$ cat src/rtl/bus_slave_port_pkg.sv
// Shared definitions for the bit-serial bus slave endpoint.
package bus_slave_port_pkg;

    // Transfer direction, sampled with the first address bit.
    localparam logic MODE_READ  = 1'b0;
    localparam logic MODE_WRITE = 1'b1;

    // Endpoint FSM encoding.
    typedef enum logic [2:0] {
        ST_IDLE  = 3'd0,
        ST_ADDR  = 3'd1,
        ST_WDATA = 3'd2,
        ST_WRITE = 3'd3,
        ST_RREQ  = 3'd4,
        ST_RWAIT = 3'd5,
        ST_RDATA = 3'd6
    } state_e;

    // Bit counter width: must index the longer of the address and data fields.
    function automatic int unsigned cnt_width(input int unsigned aw, input int unsigned dw);
        int unsigned m;
        m = (aw > dw) ? aw : dw;
        return (m <= 1) ? 1 : $clog2(m);
    endfunction

endpackage

$ cat src/rtl/bus_slave_port.sv
// Slave-side endpoint of the bit-serial bus: deserialises address and write
// data, strobes a single-port synchronous memory, serialises read data back.
//
// state    | meaning
// ---------+-----------------------------------------------------------
// ST_IDLE  | ready=1, waiting for the first address bit (mode latched)
// ST_ADDR  | shifting in remaining address bits, LSB first
// ST_WDATA | shifting in write data bits, LSB first
// ST_WRITE | mem_wen high for this single cycle
// ST_RREQ  | mem_ren high for this single cycle
// ST_RWAIT | memory returns data; captured into the tx shift register
// ST_RDATA | svalid high, one read bit per cycle, LSB first
module bus_slave_port
    import bus_slave_port_pkg::*;
#(
    parameter int ADDR_WIDTH = 12,
    parameter int DATA_WIDTH = 8
) (
    input  logic                  clk,
    input  logic                  rstn,
    input  logic                  wdata,
    input  logic                  mode,
    input  logic                  mvalid,
    output logic                  rdata,
    output logic                  svalid,
    output logic                  ready,
    output logic [ADDR_WIDTH-1:0] mem_addr,
    output logic [DATA_WIDTH-1:0] mem_wdata,
    output logic                  mem_wen,
    output logic                  mem_ren,
    input  logic [DATA_WIDTH-1:0] mem_rdata
);

    localparam int unsigned CW = cnt_width(ADDR_WIDTH, DATA_WIDTH);
    localparam logic [CW-1:0] ADDR_LAST = CW'(ADDR_WIDTH - 1);
    localparam logic [CW-1:0] DATA_LAST = CW'(DATA_WIDTH - 1);

    state_e                 state_q, state_d;
    logic                   mode_q, mode_d;
    logic [CW-1:0]          cnt_q, cnt_d;
    logic [ADDR_WIDTH-1:0]  addr_sr_q, addr_sr_d;
    logic [DATA_WIDTH-1:0]  data_sr_q, data_sr_d;
    logic [DATA_WIDTH-1:0]  tx_sr_q, tx_sr_d;
    logic [ADDR_WIDTH-1:0]  mem_addr_q, mem_addr_d;
    logic [DATA_WIDTH-1:0]  mem_wdata_q, mem_wdata_d;
    logic                   rdata_q, rdata_d;
    logic                   svalid_q, svalid_d;
    logic                   mem_wen_q, mem_ren_q, ready_q;

    // Incoming bits enter at the MSB so that after a full field the first
    // (LSB) bit has arrived at position 0.
    logic [ADDR_WIDTH-1:0]  addr_first, addr_shift;
    logic [DATA_WIDTH-1:0]  data_shift;

    assign addr_first = ADDR_WIDTH'(wdata) << (ADDR_WIDTH - 1);
    assign addr_shift = (addr_sr_q >> 1) | addr_first;
    assign data_shift = (data_sr_q >> 1) | (DATA_WIDTH'(wdata) << (DATA_WIDTH - 1));

    // Next-state and datapath decode; gaps (mvalid=0) leave everything held.
    always_comb begin
        state_d     = state_q;
        mode_d      = mode_q;
        cnt_d       = cnt_q;
        addr_sr_d   = addr_sr_q;
        data_sr_d   = data_sr_q;
        tx_sr_d     = tx_sr_q;
        mem_addr_d  = mem_addr_q;
        mem_wdata_d = mem_wdata_q;
        rdata_d     = 1'b0;
        svalid_d    = 1'b0;

        unique case (state_q)
            ST_IDLE: begin
                if (mvalid) begin
                    mode_d    = mode;
                    addr_sr_d = addr_first;
                    cnt_d     = CW'(1);
                    if (ADDR_WIDTH == 1) begin
                        mem_addr_d = addr_first;
                        cnt_d      = '0;
                        state_d    = (mode == MODE_WRITE) ? ST_WDATA : ST_RREQ;
                    end else begin
                        state_d = ST_ADDR;
                    end
                end
            end
            ST_ADDR: begin
                if (mvalid) begin
                    addr_sr_d = addr_shift;
                    cnt_d     = cnt_q + CW'(1);
                    if (cnt_q == ADDR_LAST) begin
                        mem_addr_d = addr_shift;
                        cnt_d      = '0;
                        state_d    = (mode_q == MODE_WRITE) ? ST_WDATA : ST_RREQ;
                    end
                end
            end
            ST_WDATA: begin
                if (mvalid) begin
                    data_sr_d = data_shift;
                    cnt_d     = cnt_q + CW'(1);
                    if (cnt_q == DATA_LAST) begin
                        mem_wdata_d = data_shift;
                        cnt_d       = '0;
                        state_d     = ST_WRITE;
                    end
                end
            end
            ST_WRITE: state_d = ST_IDLE;
            ST_RREQ:  state_d = ST_RWAIT;
            ST_RWAIT: begin
                // Bit 0 goes straight to the output register; the rest wait in tx.
                rdata_d  = mem_rdata[0];
                tx_sr_d  = mem_rdata >> 1;
                svalid_d = 1'b1;
                cnt_d    = '0;
                state_d  = ST_RDATA;
            end
            ST_RDATA: begin
                if (cnt_q == DATA_LAST) begin
                    cnt_d   = '0;
                    state_d = ST_IDLE;
                end else begin
                    rdata_d  = tx_sr_q[0];
                    tx_sr_d  = tx_sr_q >> 1;
                    svalid_d = 1'b1;
                    cnt_d    = cnt_q + CW'(1);
                end
            end
            default: state_d = ST_IDLE;
        endcase
    end

    // State and datapath registers; strobes decode the upcoming state so they
    // are glitch-free and track exactly one WRITE/RREQ cycle.
    always_ff @(posedge clk or negedge rstn) begin
        if (!rstn) begin
            state_q     <= ST_IDLE;
            mode_q      <= MODE_READ;
            cnt_q       <= '0;
            addr_sr_q   <= '0;
            data_sr_q   <= '0;
            tx_sr_q     <= '0;
            mem_addr_q  <= '0;
            mem_wdata_q <= '0;
            rdata_q     <= 1'b0;
            svalid_q    <= 1'b0;
            mem_wen_q   <= 1'b0;
            mem_ren_q   <= 1'b0;
            ready_q     <= 1'b1;
        end else begin
            state_q     <= state_d;
            mode_q      <= mode_d;
            cnt_q       <= cnt_d;
            addr_sr_q   <= addr_sr_d;
            data_sr_q   <= data_sr_d;
            tx_sr_q     <= tx_sr_d;
            mem_addr_q  <= mem_addr_d;
            mem_wdata_q <= mem_wdata_d;
            rdata_q     <= rdata_d;
            svalid_q    <= svalid_d;
            mem_wen_q   <= (state_d == ST_WRITE);
            mem_ren_q   <= (state_d == ST_RREQ);
            ready_q     <= (state_d == ST_IDLE);
        end
    end

    assign rdata     = rdata_q;
    assign svalid    = svalid_q;
    assign ready     = ready_q;
    assign mem_addr  = mem_addr_q;
    assign mem_wdata = mem_wdata_q;
    assign mem_wen   = mem_wen_q;
    assign mem_ren   = mem_ren_q;

endmodule

$ cat config.mk
export PLATFORM = sky130hd
export DESIGN_NAME = bus_slave_port
export DESIGN_NICKNAME = d
export VERILOG_FILES = /design/src/rtl/bus_slave_port_pkg.sv /design/src/rtl/bus_slave_port.sv
export SDC_FILE = /design/constraint.sdc
export NUM_CORES = 1
export LEC_CHECK = 0
export CAP_MARGIN = 20
export CORE_MARGIN = 5
export CORE_UTILIZATION = 55
export CTS_BUF_LIST = sky130_fd_sc_hd__clkbuf_8
export DETAILED_ROUTE_END_ITERATION = 12
export PLACE_DENSITY = 0.81
export REMOVE_ABC_BUFFERS = 1
export SLEW_MARGIN = 20
export SYNTH_ARGS = -nofsm -noshare
export SYNTH_HDL_FRONTEND = slang
export SYNTH_SLANG_ARGS = --single-unit
$ cat constraint.sdc
create_clock -name clk -period 2.3 [get_ports clk]
set_input_delay 0.46 -clock clk [delete_from_list [all_inputs] [get_ports clk]]
set_output_delay 0.46 -clock clk [all_outputs]
set_load 0.01 [all_outputs]
-- Word-level counts from Yosys, hierarchy flattened
Index checks and enable logic that the tools add are counted.
Widths: inputs -> output; s select.
- $add $sub $neg: 1
- equal/unequal tests: 13
- mux-type cells: 23
- bitwise gates (word level): 2
- reduce and logical (&&, ||, !) cells: 12
- operators by type and width (kind ; count):
    $mux 12 ; 2
    $pmux 12 s2 ; 1
    $mux 3 ; 7
    $mux 4 ; 5
    $pmux 4 s5 ; 1
    $pmux 3 s6 ; 1
    $pmux 8 s2 ; 1
    $eq 3x3->1 const B ; 4
    $or 11x12->12 ; 1
    $reduce_and 3->1 ; 3
    $mux 8 ; 1
    $ne 2x2->1 const B ; 4
    $or 7x8->8 ; 1
    $eq 3x2->1 const B ; 2
    $logic_not 3->1 ; 2
    $reduce_and 2->1 ; 3
    $reduce_bool 5->1 ; 1
    $add 4x1->4 const B ; 1
    $eq 4x3->1 const B ; 1
    $eq 4x4->1 const B ; 1
    $pmux 1 s2 ; 2
    $reduce_and 4->1 ; 1
    $reduce_bool 2->1 ; 2
    $eq 3x1->1 const B ; 1
    $mux 1 ; 2
- bits in registers: 61
- input port bits: 13
- output and inout port bits: 25
- word-level logic and storage cells: 64

-- Longest topological paths before layout
- depth after elaboration: 5
- gate-level depth with buffers: 6
- mapped depth without buffers: 5

-- Least setup slack after synthesis
No wires, ideal clock.
- path kind: reg-to-reg
- start: reg state_q[2]
- end: reg mem_addr_q[10], in the netlist mem_addr[10]
- library setup time: 0.125 ns
- arrival time: 1.562 ns
- required time: 2.175 ns
- slack: 0.613 ns
- cell stages (with the launch flop): 6
- buffers on the path: 2
- clock period less this slack: 1.687 ns
- path through: dfrtp_1 -> buf_6 -> or3b_4 -> or2_4 -> buf_6 -> mux2_4
- longest elaborated chain between the ends: 2
- RTL lines (element ; RTL line ; text):
    start: declaration ; bus_slave_port.sv:38 ; state_e state_q, state_d;
    start signal: assignment ; bus_slave_port.sv:152 ; state_q <= state_d;
    $eq 3x1->1 ; bus_slave_port.sv:72 ; unique case (state_q)
    $reduce_and 3->1 (no line) ; - ;
    end signal: assignment ; bus_slave_port.sv:158 ; mem_addr_q <= mem_addr_d;
    end: declaration ; bus_slave_port.sv:44 ; logic [ADDR_WIDTH-1:0] mem_addr_q, mem_addr_d;
Every way passes these cells.
A chain may end at the register's enable or synchronous reset.

-- Final worst setup path
- start: reg state_q[2]
- end: reg mem_addr_q[6], in the netlist mem_addr[6]
Same word-level chain as after synthesis.

==> results.json <==
{
  "grt_pass1_vias": 1687,
  "cts_buffers": 9,
  "rsz0062_at_grt": "no",
  "drv_slew": 0,
  "place_congestion": 0.846,
  "final_antenna_net_count": 0,
  "design.core.area_sq_mm": 0.00441,
  "r2r_cells": 3,
  "yosys_warnings": 0,
  "seq_area_frac_synth": 0.576,
  "holdBufCountCts": 0,
  "start_util": 0.571,
  "port_buffers": 37,
  "synthTopCellsByArea": "dfrtp_1 57%, mux2_2 13%, mux2_4 6.0%",
  "fp.dieH_um": 77.7,
  "synth.most_common_cell": "dfrtp_1",
  "power_frac_seq": 0.438,
  "r2r_slack_ns": 0.45,
  "cts.htree.levels": 3,
  "overflow": 0,
  "synth_edf_count": 0,
  "finalCritPeriodShare": 0.803,
  "path_max_fanout": 16,
  "drc": 0,
  "crit_end": "mem_addr[6]",
  "syn_to_final_growth_pct": 26.2,
  "vias": 1629,
  "worst_pin_slew_ns": 0.588,
  "drt_first_pass_iters": 4,
  "synthArstFlopShare": 1.00,
  "final-setup-viol-count": 0,
  "clkPwrFrac": 0.312,
  "outcome": "complete, no violations",
  "grt_util_all_layers": 0.175,
  "via_per_inst": 5.39,
  "yosysTopAreaCell": "dfrtp_1",
  "synth_cells": 200,
  "yosys-top-cells-count": "57 x dfrtp_1, 29 x mux2_2, 28 x nand2_1",
  "power_switching_mw": 1.02,
  "crit-reg2reg-launch": "state_q[2]",
  "timing.fmax_mhz": 541,
  "hpwl_um": 3200,
  "hold_class": "input port to async pin",
  "pre_cts_ws_ns": 0.248,
  "clock_skew_ns": 0.00745,
  "clk_root_buffer_cell": "clkbuf_8",
  "finalPower_mw": 3.38,
  "clk_pin_slew_worst_paths_ns": 0.07,
  "drv_cap": 0,
  "dieWidth_um": 77.7,
  "finalWirelength_um": 4610,
  "first_iter_violations": 71,
  "power.density_mw_per_mm2": 1060,
  "synth_top_area_share": 0.565,
  "p_comb_frac": 0.250,
  "rr_endpoint": "mem_addr[6]",
  "power.leakage_nw": 1.52,
  "fin_crit_ns": 1.85,
  "cp.required_ns": 2.52,
  "maxSlewHeadroom": 0.598,
  "cts_buffer_depth": 2,
  "cp-startpoint": "state_q[2]",
  "die_area_sq_mm": 0.00604,
  "cts_tree": "built",
  "cts.sinks": 58,
  "clk_latency_ns": 0.34,
  "cts_resized": 0,
  "switching_share": 0.301,
  "fin_ws_ns": 0.453,
  "final_nets": 259,
  "cp-end-kind": "flip-flop",
  "syn-cell-area_sq_mm": 0.00252,
  "seqCellArea_sq_mm": 0.00145,
  "rows": 24,
  "drive_gt1_frac": 0.272,
  "grt_max_degree": 41,
  "irDropWorstVdd_mv": 0.629,
  "antenna_found_initial": 0,
  "cts_post_setup_buffers_inserted": 0,
  "cp.arrival_ns": 2.07,
  "syn_area_per_cell_sq_um": 12.6,
  "final_util": 0.721,
  "yosysUniqueCellTypes": 37,
  "wl_per_cell_um": 15.3,
  "synthFlopType": "dfrtp_1",
  "synth-seq-cells": 58,
  "hold_viol_final": 0,
  "grt_pass1_wl_um": 8170,
  "cp-start-kind": "flip-flop",
  "internal_power_mw": 2.36,
  "timing.hold.ws_ns": 0.0603,
  "ios": 38,
  "fillers": 333,
  "critical_path_class": "flip-flop to flip-flop",
  "multi_input_area_sq_um": 983,
  "antenna_cells": 0,
  "fin_setup_tns_ns": 0
}
## registers in the layout (all words and copies together), names as in the netlist
register / count
addr_sr_q: 11
cnt_q: 4
data_sr_q: 7
mem_addr: 12
mem_ren: 1
mem_wdata: 8
mem_wen: 1
mode_q: 1
rdata: 1
ready: 1
state_q: 3
svalid: 1
tx_sr_q: 7
## cells by family after synthesis
logic type,after synthesis,share of synthesized area
buf+inv,16,0.0342
fa+ha+maj,1,0.00496
simple gates,51,0.106
mux,42,0.201
compound gates,31,0.0749
xor+xnor,1,0.00347
flops,58,0.576
## layer usage
layer  up-vias  part of all wire  GRT usage
met5         -                 0          0
met4         0             0.029      0.108
met3        11             0.044     0.0475
met2        32              0.49      0.280
met1       797              0.44      0.207
li1        789                 -          -
## final cells by class
cell class,instances,area share
Inverter,6,0.00708
Clock inverter,5,0.0244
Clock buffer,11,0.0476
Tap cell,52,0.0204
Sequential cell,58,0.456
Multi-Input combinational cell,126,0.309
Timing Repair Buffer,44,0.135
## power by group through the flow
| stage | combinational, mW | clock (mW) | sequential [mW] |
|---|---|---|---|
| global placement | 0.815 | 0 | 1.48 |
| global route | 0.956 | 1.13 | 1.52 |
| CTS | 0.852 | 1.08 | 1.48 |
| finish | 0.844 | 1.06 | 1.48 |
| detailed placement | 0.844 | 0 | 1.49 |
| floorplan | 0.547 | 0 | 1.46 |
## critical path, cell delays in order, from the launching register on
cell and delay [ns]:
dfrtp_1 0.57, or3b_4 0.50, or2_4 0.34, mux2_4 0.32
## metrics by stage
step           std cells  area, sq um
3_3_place_gp         286         2950
6_report             302         3180
5_1_grt              302         3180
4_1_cts              302         3180
2_1_floorplan        190         2460
3_5_place_dp         286         2950
## worst min path at each step
stage          from       endpoint  slack [ns]  depth (start not counted)
6_report       rstn         mode_q        0.06                          1
5_1_grt        rstn   addr_sr_q[1]        0.09                          1
4_1_cts        rstn         mode_q        0.06                          1
3_5_place_dp   rstn    mem_addr[0]        0.43                          1
3_3_place_gp   rstn    mem_addr[0]        0.43                          1
2_1_floorplan  rstn  addr_sr_q[10]        0.16                          0
## layout by cell type (no fill, tap or decap), drive strengths merged, types with 4 or more instances in the layout
cell type and n:
nand3 4, o21ai 15, nor2 4, mux2 39, clkdlybuf4s50 36, inv 7, clkbuf 11, buf 8
dfrtp 57, nand2 29
Note: power is estimated with default switching activity, not from simulation.
